`src/rtl/clct_seq_sorter_if.sv`:
```
// Handshake and candidate/result bus for the sequential first/second CLCT sorter.
// The master side requests a sort and supplies the seven CFEB candidates;
// the slave side (the sorter) reports busy/done and the two selected CLCTs.
interface clct_seq_sorter_if #(
    parameter int MXCFEB = 7,
    parameter int MXPATB = 7,
    parameter int MXKEYB = 5,
    parameter int MXQSB  = 2,
    parameter int MXQLTB = 6,
    parameter int MXBNDB = 4
);
    logic                       start;
    logic [MXCFEB*MXPATB-1:0]   pat_in;
    logic [MXCFEB*MXKEYB-1:0]   key_in;
    logic [MXCFEB*MXQSB-1:0]    qs_in;
    logic [MXCFEB*MXQLTB-1:0]   qlt_in;
    logic [MXCFEB*MXBNDB-1:0]   bend_in;

    logic                       busy;
    logic                       done;

    logic                       clct1_vld;
    logic [MXPATB-1:0]          clct1_pat;
    logic [7:0]                 clct1_key;
    logic [8:0]                 clct1_qkey;
    logic [MXQLTB-1:0]          clct1_qlt;
    logic [MXBNDB-1:0]          clct1_bend;

    logic                       clct2_vld;
    logic [MXPATB-1:0]          clct2_pat;
    logic [7:0]                 clct2_key;
    logic [8:0]                 clct2_qkey;
    logic [MXQLTB-1:0]          clct2_qlt;
    logic [MXBNDB-1:0]          clct2_bend;

    modport master (
        output start, pat_in, key_in, qs_in, qlt_in, bend_in,
        input  busy, done,
        input  clct1_vld, clct1_pat, clct1_key, clct1_qkey, clct1_qlt, clct1_bend,
        input  clct2_vld, clct2_pat, clct2_key, clct2_qkey, clct2_qlt, clct2_bend
    );

    modport slave (
        input  start, pat_in, key_in, qs_in, qlt_in, bend_in,
        output busy, done,
        output clct1_vld, clct1_pat, clct1_key, clct1_qkey, clct1_qlt, clct1_bend,
        output clct2_vld, clct2_pat, clct2_key, clct2_qkey, clct2_qlt, clct2_bend
    );
endinterface

```
`src/rtl/clct_seq_sorter.sv`:
```
// Time-multiplexed first/second CLCT selector.
// Seven CFEB candidates are latched on start, then one shared comparator walks
// them twice: pass 1 picks the best CLCT, pass 2 picks the best CLCT lying
// outside a halfstrip busy window around the first. Results appear with a
// one-cycle done pulse 14 clocks after start and hold until the next done.
module clct_seq_sorter #(
    parameter int MXCFEB     = 7,
    parameter int MXPATB     = 7,
    parameter int MXKEYB     = 5,
    parameter int MXQSB      = 2,
    parameter int MXQLTB     = 6,
    parameter int MXBNDB     = 4,
    parameter int PID_THRESH = 1,
    parameter int BUSY_HW    = 5
) (
    input logic              clock,
    input logic              global_reset,
    clct_seq_sorter_if.slave bus
);

    localparam int         SKEYB    = MXPATB - 1;
    localparam logic [2:0] LAST_IDX = 3'(MXCFEB - 1);

    typedef enum logic [1:0] {
        IDLE,
        SCAN1,
        SCAN2
    } state_t;

    state_t state;
    logic [2:0] idx;

    logic [MXPATB-1:0] pat_r  [MXCFEB];
    logic [MXKEYB-1:0] key_r  [MXCFEB];
    logic [MXQSB-1:0]  qs_r   [MXCFEB];
    logic [MXQLTB-1:0] qlt_r  [MXCFEB];
    logic [MXBNDB-1:0] bend_r [MXCFEB];

    logic             run_vld;
    logic [SKEYB-1:0] run_key;
    logic [2:0]       run_idx;

    logic       best1_vld;
    logic [2:0] best1_idx;
    logic [7:0] hs1;

    logic [SKEYB-1:0] cur_key;
    logic [7:0]       cur_hs;
    logic [7:0]       hs_diff;
    logic             cur_valid;
    logic             skip;
    logic             take;
    logic             win_vld;
    logic [2:0]       win_idx;
    logic [7:0]       win_hs;
    logic             clct2_ok;

    // Quarter-strip key: twice the full halfstrip plus the signed offset, clamped to 0..447.
    function automatic logic [8:0] calc_qkey(input logic [7:0] hs, input logic [MXQSB-1:0] qs);
        logic [10:0] sum;
        sum = {2'b00, hs, 1'b0} + {{(11-MXQSB){qs[MXQSB-1]}}, qs};
        if (sum[10])
            return 9'd0;
        else if (sum > 11'd447)
            return 9'd447;
        else
            return sum[8:0];
    endfunction

    // Single shared comparator: decides whether the candidate at idx beats the running best.
    always_comb begin
        cur_key   = pat_r[idx][MXPATB-1:1];
        cur_hs    = {idx, key_r[idx]};
        hs_diff   = (cur_hs >= hs1) ? (cur_hs - hs1) : (hs1 - cur_hs);
        cur_valid = (cur_key >= SKEYB'(PID_THRESH));
        skip      = (state == SCAN2) && ((idx == best1_idx) || (hs_diff <= 8'(BUSY_HW)));
        take      = cur_valid && !skip && (!run_vld || (cur_key > run_key));
        win_vld   = run_vld || take;
        win_idx   = take ? idx : run_idx;
        win_hs    = {win_idx, key_r[win_idx]};
        clct2_ok  = best1_vld && win_vld;
    end

    // Sort sequencer: latches candidates, runs both passes and registers the results.
    always_ff @(posedge clock or posedge global_reset) begin
        if (global_reset) begin
            state      <= IDLE;
            idx        <= '0;
            run_vld    <= 1'b0;
            run_key    <= '0;
            run_idx    <= '0;
            best1_vld  <= 1'b0;
            best1_idx  <= '0;
            hs1        <= '0;
            for (int n = 0; n < MXCFEB; n++) begin
                pat_r[n]  <= '0;
                key_r[n]  <= '0;
                qs_r[n]   <= '0;
                qlt_r[n]  <= '0;
                bend_r[n] <= '0;
            end
            bus.busy       <= 1'b0;
            bus.done       <= 1'b0;
            bus.clct1_vld  <= 1'b0;
            bus.clct1_pat  <= '0;
            bus.clct1_key  <= '0;
            bus.clct1_qkey <= '0;
            bus.clct1_qlt  <= '0;
            bus.clct1_bend <= '0;
            bus.clct2_vld  <= 1'b0;
            bus.clct2_pat  <= '0;
            bus.clct2_key  <= '0;
            bus.clct2_qkey <= '0;
            bus.clct2_qlt  <= '0;
            bus.clct2_bend <= '0;
        end else begin
            bus.done <= 1'b0;
            case (state)
                IDLE: begin
                    if (bus.start) begin
                        for (int n = 0; n < MXCFEB; n++) begin
                            pat_r[n]  <= bus.pat_in[n*MXPATB +: MXPATB];
                            key_r[n]  <= bus.key_in[n*MXKEYB +: MXKEYB];
                            qs_r[n]   <= bus.qs_in[n*MXQSB +: MXQSB];
                            qlt_r[n]  <= bus.qlt_in[n*MXQLTB +: MXQLTB];
                            bend_r[n] <= bus.bend_in[n*MXBNDB +: MXBNDB];
                        end
                        idx      <= '0;
                        run_vld  <= 1'b0;
                        run_key  <= '0;
                        run_idx  <= '0;
                        bus.busy <= 1'b1;
                        state    <= SCAN1;
                    end
                end

                SCAN1: begin
                    if (idx == LAST_IDX) begin
                        best1_vld <= win_vld;
                        best1_idx <= win_idx;
                        hs1       <= win_hs;
                        run_vld   <= 1'b0;
                        run_key   <= '0;
                        run_idx   <= '0;
                        idx       <= '0;
                        state     <= SCAN2;
                    end else begin
                        if (take) begin
                            run_vld <= 1'b1;
                            run_key <= cur_key;
                            run_idx <= idx;
                        end
                        idx <= idx + 3'd1;
                    end
                end

                SCAN2: begin
                    if (idx == LAST_IDX) begin
                        bus.clct1_vld  <= best1_vld;
                        bus.clct1_pat  <= best1_vld ? pat_r[best1_idx] : '0;
                        bus.clct1_key  <= best1_vld ? hs1 : '0;
                        bus.clct1_qkey <= best1_vld ? calc_qkey(hs1, qs_r[best1_idx]) : '0;
                        bus.clct1_qlt  <= best1_vld ? qlt_r[best1_idx] : '0;
                        bus.clct1_bend <= best1_vld ? bend_r[best1_idx] : '0;
                        bus.clct2_vld  <= clct2_ok;
                        bus.clct2_pat  <= clct2_ok ? pat_r[win_idx] : '0;
                        bus.clct2_key  <= clct2_ok ? win_hs : '0;
                        bus.clct2_qkey <= clct2_ok ? calc_qkey(win_hs, qs_r[win_idx]) : '0;
                        bus.clct2_qlt  <= clct2_ok ? qlt_r[win_idx] : '0;
                        bus.clct2_bend <= clct2_ok ? bend_r[win_idx] : '0;
                        bus.done       <= 1'b1;
                        bus.busy       <= 1'b0;
                        idx            <= '0;
                        state          <= IDLE;
                    end else begin
                        if (take) begin
                            run_vld <= 1'b1;
                            run_key <= cur_key;
                            run_idx <= idx;
                        end
                        idx <= idx + 3'd1;
                    end
                end

                default: state <= IDLE;
            endcase
        end
    end

endmodule
```
`src/flat_wrapper.sv`:
```
// flat-port wrapper written by rule: the top's interface ports become plain ports
module clct_seq_sorter_flat 
#(
    parameter int MXCFEB     = 7,
    parameter int MXPATB     = 7,
    parameter int MXKEYB     = 5,
    parameter int MXQSB      = 2,
    parameter int MXQLTB     = 6,
    parameter int MXBNDB     = 4,
    parameter int PID_THRESH = 1,
    parameter int BUSY_HW    = 5
)
  (clock, global_reset, bus_start, bus_pat_in, bus_key_in, bus_qs_in, bus_qlt_in, bus_bend_in, bus_busy, bus_done, bus_clct1_vld, bus_clct1_pat, bus_clct1_key, bus_clct1_qkey, bus_clct1_qlt, bus_clct1_bend, bus_clct2_vld, bus_clct2_pat, bus_clct2_key, bus_clct2_qkey, bus_clct2_qlt, bus_clct2_bend);
  clct_seq_sorter_if #(.MXCFEB(MXCFEB), .MXPATB(MXPATB), .MXKEYB(MXKEYB), .MXQSB(MXQSB), .MXQLTB(MXQLTB), .MXBNDB(MXBNDB)) bus_i ();
  input logic clock;
  input logic global_reset;
  input wire logic [$bits(bus_i.start)-1:0] bus_start;
  input wire logic [$bits(bus_i.pat_in)-1:0] bus_pat_in;
  input wire logic [$bits(bus_i.key_in)-1:0] bus_key_in;
  input wire logic [$bits(bus_i.qs_in)-1:0] bus_qs_in;
  input wire logic [$bits(bus_i.qlt_in)-1:0] bus_qlt_in;
  input wire logic [$bits(bus_i.bend_in)-1:0] bus_bend_in;
  output wire logic [$bits(bus_i.busy)-1:0] bus_busy;
  output wire logic [$bits(bus_i.done)-1:0] bus_done;
  output wire logic [$bits(bus_i.clct1_vld)-1:0] bus_clct1_vld;
  output wire logic [$bits(bus_i.clct1_pat)-1:0] bus_clct1_pat;
  output wire logic [$bits(bus_i.clct1_key)-1:0] bus_clct1_key;
  output wire logic [$bits(bus_i.clct1_qkey)-1:0] bus_clct1_qkey;
  output wire logic [$bits(bus_i.clct1_qlt)-1:0] bus_clct1_qlt;
  output wire logic [$bits(bus_i.clct1_bend)-1:0] bus_clct1_bend;
  output wire logic [$bits(bus_i.clct2_vld)-1:0] bus_clct2_vld;
  output wire logic [$bits(bus_i.clct2_pat)-1:0] bus_clct2_pat;
  output wire logic [$bits(bus_i.clct2_key)-1:0] bus_clct2_key;
  output wire logic [$bits(bus_i.clct2_qkey)-1:0] bus_clct2_qkey;
  output wire logic [$bits(bus_i.clct2_qlt)-1:0] bus_clct2_qlt;
  output wire logic [$bits(bus_i.clct2_bend)-1:0] bus_clct2_bend;
  assign bus_i.start = bus_start;
  assign bus_i.pat_in = bus_pat_in;
  assign bus_i.key_in = bus_key_in;
  assign bus_i.qs_in = bus_qs_in;
  assign bus_i.qlt_in = bus_qlt_in;
  assign bus_i.bend_in = bus_bend_in;
  assign bus_busy = bus_i.busy;
  assign bus_done = bus_i.done;
  assign bus_clct1_vld = bus_i.clct1_vld;
  assign bus_clct1_pat = bus_i.clct1_pat;
  assign bus_clct1_key = bus_i.clct1_key;
  assign bus_clct1_qkey = bus_i.clct1_qkey;
  assign bus_clct1_qlt = bus_i.clct1_qlt;
  assign bus_clct1_bend = bus_i.clct1_bend;
  assign bus_clct2_vld = bus_i.clct2_vld;
  assign bus_clct2_pat = bus_i.clct2_pat;
  assign bus_clct2_key = bus_i.clct2_key;
  assign bus_clct2_qkey = bus_i.clct2_qkey;
  assign bus_clct2_qlt = bus_i.clct2_qlt;
  assign bus_clct2_bend = bus_i.clct2_bend;
  clct_seq_sorter #(.MXCFEB(MXCFEB), .MXPATB(MXPATB), .MXKEYB(MXKEYB), .MXQSB(MXQSB), .MXQLTB(MXQLTB), .MXBNDB(MXBNDB), .PID_THRESH(PID_THRESH), .BUSY_HW(BUSY_HW)) u_core (.clock(clock), .global_reset(global_reset), .bus(bus_i));
endmodule
```
`config.mk`:
```
export PLATFORM = sky130hd
export DESIGN_NAME = clct_seq_sorter_flat
export DESIGN_NICKNAME = d
export VERILOG_FILES = /design/src/rtl/clct_seq_sorter_if.sv /design/src/rtl/clct_seq_sorter.sv /design/src/flat_wrapper.sv
export SDC_FILE = /design/constraint.sdc
export NUM_CORES = 1
export LEC_CHECK = 0
export CORE_MARGIN = 2
export CORE_UTILIZATION = 30
export DETAILED_ROUTE_END_ITERATION = 10
export HOLD_SLACK_MARGIN = 0.03
export RECOVER_POWER = 50
export SYNTH_ARGS = -nofsm -noshare
export SYNTH_HDL_FRONTEND = slang
export SYNTH_SLANG_ARGS = --single-unit
```
`constraint.sdc`:
```
create_clock -name clock -period 10.71 [get_ports clock]
set_clock_uncertainty 0.15 [all_clocks]
set_input_delay 2.142 -clock clock [delete_from_list [all_inputs] [get_ports clock]]
set_output_delay 2.142 -clock clock [all_outputs]
set_load 0.01 [all_outputs]
```
==> results.sh <==
export IMPL_place_congestion=0.825
export IMPL_tritoncts_num_buffers=31
export IMPL_cts_hold_fix_buffers=0
export IMPL_post_drt_via_cell_ratio=5.13
export IMPL_detail_route_wl_per_cell_um=20.7
export IMPL_final_cells=2208
export IMPL_setup_viol_count_final=0
export IMPL_worstMarginPinSlew_ns=6.45
export IMPL_routed_via_count=11300
export IMPL_cts_num_sinks=264
export IMPL_ctsLongestPathBuffers=3
export IMPL_grt_overflow=0
export IMPL_worst_ir_drop_vdd_mv=0.162
export IMPL_async_flop_share_pct=100
export IMPL_synth_edff_count=0
export IMPL_postRouteWirelength_um=45700
export IMPL_ys_seq_area_share_pct=44.5
export IMPL_powerDensity_mw_per_mm2=331
export IMPL_worstRegToRegCells=28
export IMPL_place_port_buffers=242
export IMPL_worstPathArrival_ns=9.60
export IMPL_max_freq_mhz=107
export IMPL_initial_core_utilization_pct=30.4
export IMPL_nature_of_the_critical_path_endpoint="flip-flop"
export IMPL_io_pins=243
export IMPL_synthesis_yosys_warnings=0
export IMPL_rows=81
export IMPL_maxcap_violations=6
export IMPL_busiest_layer="met2"
export IMPL_min_delay_worst_endpoint="u_core.bus.clct1_key[2]"
export IMPL_drt_pre_antenna_iters=8
export IMPL_ctsRootBufferMaster="clkbuf_16"
export IMPL_synthesis_instances=1315
export IMPL_vias_in_the_first_global_route=11800
export IMPL_postCtsResizedCells=0
export IMPL_drc_errors=0
export IMPL_route_antenna_remaining_nets=0
export IMPL_post_cts_setup_buffer_count=0
export IMPL_die_area_mm2=0.0512
export IMPL_clock_tree_from_tritoncts="done"
export IMPL_yosys_cell_types_count=71
export IMPL_grt_use_met3_pct=3.15
export IMPL_setup_reg_to_reg_worst_slack_ns=1.40
export IMPL_hold_start="u_core.bus.clct1_key[2]"
export IMPL_crit_fanout=57
export IMPL_layout_nets=1732
export IMPL_timing_critical_path_slowest_stage_cell="dfrtp_1"
export IMPL_hold_path_depth=2
export IMPL_latest_clock_arrival_within_the_worst_skew_pair_ns=0.59
export IMPL_ctsHtreeMaxLevel=1
export IMPL_mappedNetlistNets=1530
export IMPL_setup_worst_path_start_class="flip-flop"
export IMPL_die_h_um=226
export IMPL_timing_final_hold_violations=0
export IMPL_r2r_start="u_core.idx[1]"
export IMPL_rsz_0062_raised_after_global_routing="false"
export IMPL_core_area_mm2=0.0488
export IMPL_place_detailed_instances=2148
export IMPL_global_route_usage_met2_pct=30.0
export IMPL_slew_headroom_pct=-333
export IMPL_post_layout_total_power_mw=6.23
export IMPL_outcome="complete, but fails checks"
export IMPL_timing_max_transition_violations_final=277
export IMPL_area_growth_pct=27.1
export IMPL_wire_length_of_the_first_global_routing_pass_um=70200
export IMPL_cpPeakStageDelay_ns=1.56
export IMPL_cellLeakagePower_nw=8.14
export IMPL_synth_cell_area_mm2=0.0148
export IMPL_cts_clk_slew_worst_paths_ns=0.06
export IMPL_r2r_end="u_core.bus.clct2_qkey[7]"
export IMPL_worst_setup_path_type="reg -> reg"
export IMPL_final_layout_size_suffix_gt1_share_pct=20.3
export IMPL_failed_checks="capacitance limit, slew limit"
export IMPL_final_period_minus_worst_setup_slack_ns=9.31
export IMPL_fin_setup_tns_ns=0
export IMPL_grt_start_max_net_pins=143
export IMPL_syn_mean_instance_area_um2=11.3
export IMPL_dp_hpwl_um=32100
export IMPL_grt_antenna_before_repair=4
export IMPL_timing_critical_path_required_ns=11.00
export IMPL_postSynth_topFlopCell="dfrtp_1"
export IMPL_first_iter_violations=645
export IMPL_timing_final_crit_share_pct=87.0
export IMPL_use_met1_pct=23.2
export IMPL_holdCritPathClass="reg -> reg"
export IMPL_floorplan_die_width_um=226
export IMPL_yosys_register_bits=264
export IMPL_global_route_usage_total_pct=17.8
export IMPL_holdWs_ns=0.313
-- layout make-up --
type	count	area, um2
Tap cell	664	831
Sequential cell	264	6610
Inverter	43	163
Multi-Input combinational cell	923	7700
Fill cell	4790	30000
Clock inverter	19	206
Timing Repair Buffer	254	2510
Clock buffer	39	836
Antenna cell	2	5.00
-- stage by stage --
step | area [um2] | worst slack (ns) | utilization (%)
after floorplan | 14800 | 1.15 | -
after global placement | 17800 | 2.00 | 36.5
after detailed placement | 17800 | 1.81 | 36.5
after CTS | 18900 | 1.74 | 38.7
after global routing | 18900 | 0.536 | 38.6
final | 18900 | 1.40 | 38.6
-- cells in the mapped netlist, drive strengths merged (3+ instances only) --
master | instances | area [um2]
a21oi | 75 | 375
o21ai | 70 | 354
a32oi | 6 | 52.6
o21bai | 4 | 30.0
fa | 4 | 80.1
o211a | 3 | 30.0
xnor2 | 11 | 96.3
nand4 | 4 | 31.3
buf | 36 | 195
a211oi | 19 | 143
and2 | 3 | 21.3
mux2 | 205 | 2320
nor3 | 5 | 35.0
nand3 | 16 | 80.1
nand2b | 6 | 37.5
clkbuf | 49 | 184
mux4 | 24 | 541
a221o | 14 | 140
a221oi | 3 | 43.8
o21a | 5 | 37.5
dfrtp | 264 | 6610
nor2 | 80 | 300
o211ai | 5 | 37.5
a21o | 13 | 97.6
a22oi | 5 | 37.5
and3 | 6 | 37.5
nor2b | 13 | 81.3
ha | 40 | 500
nand2 | 105 | 394
inv | 42 | 158
mux2i | 98 | 981
o2bb2ai | 17 | 149
a22o | 22 | 193
a32o | 3 | 30.0
xor2 | 10 | 95.1
-- critical path: cells and delay by family, from the launching register on --
| family | cells | cell delay (ns) |
|---|---|---|
| adder cells (fa/ha/maj) | 3 | 0.95 |
| buffers and inverters | 1 | 0.07 |
| flip-flops | 1 | 1.56 |
| AO/OA/AOI/OAI | 17 | 4.42 |
| AND/OR/NAND/NOR | 7 | 1.96 |
-- report_power, final --
| group | switching, mW | internal [mW] |
|---|---|---|
| Sequential | 0.404 | 1.36 |
| Combinational | 1.80 | 1.58 |
| Clock | 0.456 | 0.630 |
-- metal layers --
metal	part of all wire (%)	up-vias
met1	43	5716
met4	3.2	0
li1	-	5204
met5	0	-
met2	48	330
met3	5.1	73
-- worst max-delay path by stage --
stage / start / endpoint / slack (ns) / cells after the start
after floorplan: global_reset / u_core.bend_r[0] / 1.15 / 1
after global placement: u_core.idx[0] / u_core.bus.clct2_qkey[7] / 2.00 / 29
after detailed placement: u_core.idx[0] / u_core.bus.clct2_qkey[7] / 1.81 / 29
after CTS: u_core.idx[0] / u_core.bus.clct2_qkey[7] / 1.74 / 29
after global routing: u_core.idx[1] / u_core.bus.clct2_qkey[6] / 0.54 / 28
final: u_core.idx[1] / u_core.bus.clct2_qkey[7] / 1.40 / 28
-- kinds of logic (layout without fill, tap and decap cells) --
family / after synthesis / count (layout) / synth area share (%)
xor+xnor: 21 / 21 / 1.29
flops: 264 / 264 / 44.5
simple gates: 245 / 245 / 7.20
compound gates: 286 / 286 / 13.5
mux: 327 / 327 / 25.9
fa+ha+maj: 44 / 44 / 3.91
other cells: 0 / 2 / 0
buf+inv: 128 / 355 / 3.64
-- placed cells by master (no fill, tap or decap), drive strengths merged, types with 10 or more instances in the layout --
master	instances
a211oi	19
a21o	13
a21oi	75
a221o	14
a22o	22
buf	10
clkbuf	41
clkdlybuf4s50	168
clkinv	10
dfrtp	264
dlygate4sd3	74
ha	40
inv	44
mux2	205
mux2i	98
mux4	24
nand2	105
nand3	16
nor2	80
nor2b	13
o21ai	70
o2bb2ai	17
xnor2	11
xor2	10
-- flip-flops by register name (all words and copies together), names as in the netlist, 2 cells and up --
register,count
u_core.bus.clct1_bend,4
u_core.key_r,35
u_core.bus.clct2_qlt,6
u_core.bus.clct1_qlt,6
u_core.bus.clct2_pat,7
u_core.run_idx,3
u_core.bus.clct2_bend,4
u_core.state,2
u_core.qs_r,14
u_core.qlt_r,42
u_core.bus.clct1_key,8
u_core.bend_r,28
u_core.run_key,6
u_core.bus.clct1_pat,7
u_core.bus.clct2_key,8
u_core.pat_r,49
u_core.bus.clct2_qkey,9
u_core.idx,3
u_core.bus.clct1_qkey,9
u_core.hs1,8
Power figures use the tool's default switching activity.
==> RTL change 1: new RTL, same flow settings <==
`MXCFEB` is set to 7 in 3 places; all go to 9.
--- a/src/rtl/clct_seq_sorter_if.sv
+++ b/src/rtl/clct_seq_sorter_if.sv
@@ -2,7 +2,7 @@
 // The master side requests a sort and supplies the seven CFEB candidates;
 // the slave side (the sorter) reports busy/done and the two selected CLCTs.
 interface clct_seq_sorter_if #(
-    parameter int MXCFEB = 7,
+    parameter int MXCFEB = 9,
     parameter int MXPATB = 7,
     parameter int MXKEYB = 5,
     parameter int MXQSB  = 2,
--- a/src/rtl/clct_seq_sorter.sv
+++ b/src/rtl/clct_seq_sorter.sv
@@ -4,7 +4,7 @@
 // outside a halfstrip busy window around the first. Results appear with a
 // one-cycle done pulse 14 clocks after start and hold until the next done.
 module clct_seq_sorter #(
-    parameter int MXCFEB     = 7,
+    parameter int MXCFEB     = 9,
     parameter int MXPATB     = 7,
     parameter int MXKEYB     = 5,
     parameter int MXQSB      = 2,
--- a/src/flat_wrapper.sv
+++ b/src/flat_wrapper.sv
@@ -1,7 +1,7 @@
 // flat-port wrapper written by rule: the top's interface ports become plain ports
 module clct_seq_sorter_flat 
 #(
-    parameter int MXCFEB     = 7,
+    parameter int MXCFEB     = 9,
     parameter int MXPATB     = 7,
     parameter int MXKEYB     = 5,
     parameter int MXQSB      = 2,
Ports: changed (5 resized); port bits go from 243 to 291. The function was not compared with the original's and may differ.
==> RTL change 1 against the unedited design <==
  * The flow still finishes with violations (max-capacitance violations, max-slew violations)
  * Sequential cell count is 24 higher
  * Critical path depth unchanged
  * Final area rose by 8.1%
  * First-iteration DRC count increased by 31%
  * Total power is 0.13% lower
  * Final cell count grew 9.1%
  * Worst setup slack worse by 0.42 ns
  * Non-clock buffer count grew 33
  * Wire length is 6.5% higher
  * Synthesized area rose by 6.7%
  * Sequential share of layout area up 0.32 points
==> RTL change 1: results (changes against the unedited design) <==
vias_per_cell: 5.10  # -0.59%
finalMaxSlewViolations: 225  # -19%
drv_cap: 4  # -2
syn_avg_cell_area_sq_um: 10.8  # -3.9%
reg2reg_slack_ns: 0.98  # -0.42 ns
hpwl_um: 32500  # +1.2%
synth_compound_area_share_pct: 7.71  # -5.8 points
switchingPower_mw: 2.39  # -10%
status: "complete, but fails checks"
grt_util_met1_pct: 23.7  # +0.50 points
drive_above_1_share_pct: 20.3  # +0.052 points
failed_checks: "max-capacitance violations, max-slew violations"
synth_fp_nets: 1726  # +13%
htree_levels: 2  # +1
top_regs: "u_core.pat_r x56, u_core.qlt_r x48, u_core.key_r x40"
p_leak_nw: 8.91  # +9.4%
endpoint: "u_core.bus.clct2_qkey[4]"
synth_adder_area_share_pct: 3.83  # -0.089 points
dp_cells: 2343  # +9.1%
grt_use_total_pct: 18.0  # +0.13 points
drtIter0Drc: 844  # +31%
fin_nets: 1958  # +13%
grt_max_degree: 171  # +20%
clk_latency_ns: 0.56  # -0.03 ns
yosysUniqueCellTypes: 56  # -21%
drt-met1-wl_um: 20800  # +5.2%
crit_arrival_ns: 9.99  # +0.39 ns
first_pass_iters: 7  # -1
powerSeq_mw: 2.00  # +14%
## RTL change 1: cell types whose count changed in the layout (fill, tap and decap cells not counted), moves of 24 or more
cell / unedited run / this run
nand2_1: 105 / 296
nand3_1: 16 / 118
nor2_1: 79 / 22
mux2i_1: 98 / 42
a21oi_1: 75 / 27
mux4_2: 24 / 60
clkdlybuf4s50_1: 168 / 192
dfrtp_1: 262 / 286
## RTL change 1: worst min path at each step
stage	startpoint	end	slack, ns	cells after the start
2_1_floorplan	u_core.run_idx[0]	u_core.run_idx[0]	0.30	2
3_3_place_gp	u_core.bus.clct1_qkey[8]	u_core.bus.clct1_qkey[8]	0.31	2
3_5_place_dp	u_core.bus.clct1_key[0]	u_core.bus.clct1_key[0]	0.30	2
4_1_cts	u_core.bus.clct1_key[0]	u_core.bus.clct1_key[0]	0.32	2
5_1_grt	u_core.bus.clct1_key[6]	u_core.bus.clct1_key[6]	0.33	2
6_report	u_core.bus.clct1_key[5]	u_core.bus.clct1_key[5]	0.31	2
## RTL change 1: cell type report
cell class	instances	share of cell area, %
tap	688	4.22
timing repair buffer	287	13.9
sequential	288	35.4
clock inverter	6	0.681
inverter	48	0.914
multi-input combinational	1032	39.7
antenna	5	0.0614
clock buffer	54	5.19
## RTL change 1: cells by family (layout without fill, tap and decap cells)
| group | after synthesis | after routing |
|---|---|---|
| adders and majority gates | 46 | 46 |
| DFF | 288 | 288 |
| buffers and inverters | 141 | 395 |
| AOI/OAI and AO/OA | 192 | 192 |
| other | 0 | 5 |
| muxes | 305 | 305 |
| and+or+nand+nor | 469 | 469 |
| xor gates and xnor gates | 20 | 20 |
==> RTL change 2: new RTL, same settings <==
Made on the original files. The 3 states of `state_t` get a one-hot encoding in 3 bits.
--- a/src/rtl/clct_seq_sorter.sv
+++ b/src/rtl/clct_seq_sorter.sv
@@ -21,10 +21,10 @@
     localparam int         SKEYB    = MXPATB - 1;
     localparam logic [2:0] LAST_IDX = 3'(MXCFEB - 1);
 
-    typedef enum logic [1:0] {
-        IDLE,
-        SCAN1,
-        SCAN2
+    typedef enum logic [2:0] {
+        IDLE  = 3'b001,
+        SCAN1 = 3'b010,
+        SCAN2 = 3'b100
     } state_t;
 
     state_t state;
Formal check against the unedited RTL: no difference found for any inputs over 4 cycles, from zero or initial values and one cycle with global_reset high; so few cycles prove little.
==> RTL change 2 against the unedited design <==
  * The run still ends with max-capacitance violations, max-slew violations left
  * Synthesized area is 1.6% lower
  * Worst setup slack better by 0.076 ns
  * Total power is 13% lower
  * Synthesized cell count is 4.9% higher
  * Critical endpoint is now u_core.bus.clct2_qkey[3]
  * Maximum frequency is 0.82% higher
  * Sequential cell count is 1 higher
  * Via count is 2.8% higher
  * Clock power is 4% higher
  * Critical path depth is 1 higher
  * Final area is 1.1% lower
  * First-iteration DRC count is 35% higher
  * Wire length is 0.96% higher
==> RTL change 2: results (changes against the unedited design) <==
fin_area_sq_um: 18700  # -1.1%
multi_input_comb_cells: 980  # +6.2%
finalMaxSlewViolations: 219  # -21%
clock_power_share_pct: 20.9  # +3.5 points
netlist_top_cells_count: "264 x dfrtp_1, 212 x nand2_1, 203 x mux2_2, 86 x o21ai_0, 75 x nor2_1"
p_leak_nw: 7.94  # -2.4%
vdd_drop_max_mv: 0.145  # -10%
min_from: "u_core.bus.clct1_key[6]"
fillCellCount: 4699  # -1.9%
antennaDiodeCount: 0  # -2
p_comb_share_pct: 47.5  # -6.8 points
slowest_delay_ns: 0.97  # -0.59 ns
synth_fp_nets: 1591  # +4.0%
drtIter0Drc: 872  # +35%
wl_per_cell_um: 20.8  # +0.32%
min_to: "u_core.bus.clct1_key[6]"
buffers: 257  # +1.2%
r2r_end: "u_core.bus.clct2_qkey[3]"
r2r_start: "u_core.idx[0]"
first_pass_iters: 6  # -2
clkCellAreaFrac_pct: 5.89  # +0.36 points
failed_checks: "max-capacitance violations, max-slew violations"
grtUsageMet3_pct: 3.78  # +0.63 points
place_congestion: 0.849  # +2.9%
multiInputGateArea_sq_um: 7430  # -3.5%
seq_share_pct: 35.6  # +0.52 points
drv_cap: 3  # -3
dp_cells: 2164  # +0.74%
yosysUniqueCellTypes: 66  # -7.0%
drive_above_1_share_pct: 20.1  # -0.20 points
ys_seq_area_share_pct: 45.5  # +0.92 points
place_ws_ns: 1.56  # -0.252 ns
reg2reg_depth: 29  # +3.6%
routed_wl_um: 46100  # +0.96%
inverters: 47  # +9.3%
place_area_sq_um: 17600  # -1.5%
setup_slack_ns: 1.47  # +0.0757 ns
crit_arrival_ns: 9.54  # -0.06 ns
status: "complete, but fails checks"
bufAreaShareNonClock_pct: 13.6  # +0.34 points
-- RTL change 2: cell count changes in the layout (fill, tap and decap cells not counted), moves of 8 or more --
cell,delta
nand2_1,+106
a21oi_1,-27
nand3_1,+35
a211oi_1,-18
a22oi_1,+15
o2bb2ai_1,-15
a31oi_1,+20
a22o_1,-8
dlygate4sd3_1,-24
mux2i_1,-63
o21ai_0,+17
clkdlybuf4s50_1,+24
-- RTL change 2: kinds of logic (layout without fill, tap and decap cells) --
| group | after synthesis | after routing | synth area share [%] |
|---|---|---|---|
| muxes | 270 | 270 | 22.6 |
| buffers and inverters | 134 | 362 | 3.75 |
| DFF | 265 | 265 | 45.5 |
| adders and majority gates | 41 | 41 | 3.72 |
| AOI/OAI and AO/OA | 272 | 272 | 12.3 |
| and+or+nand+nor | 375 | 375 | 10.9 |
| xor gates and xnor gates | 22 | 22 | 1.32 |
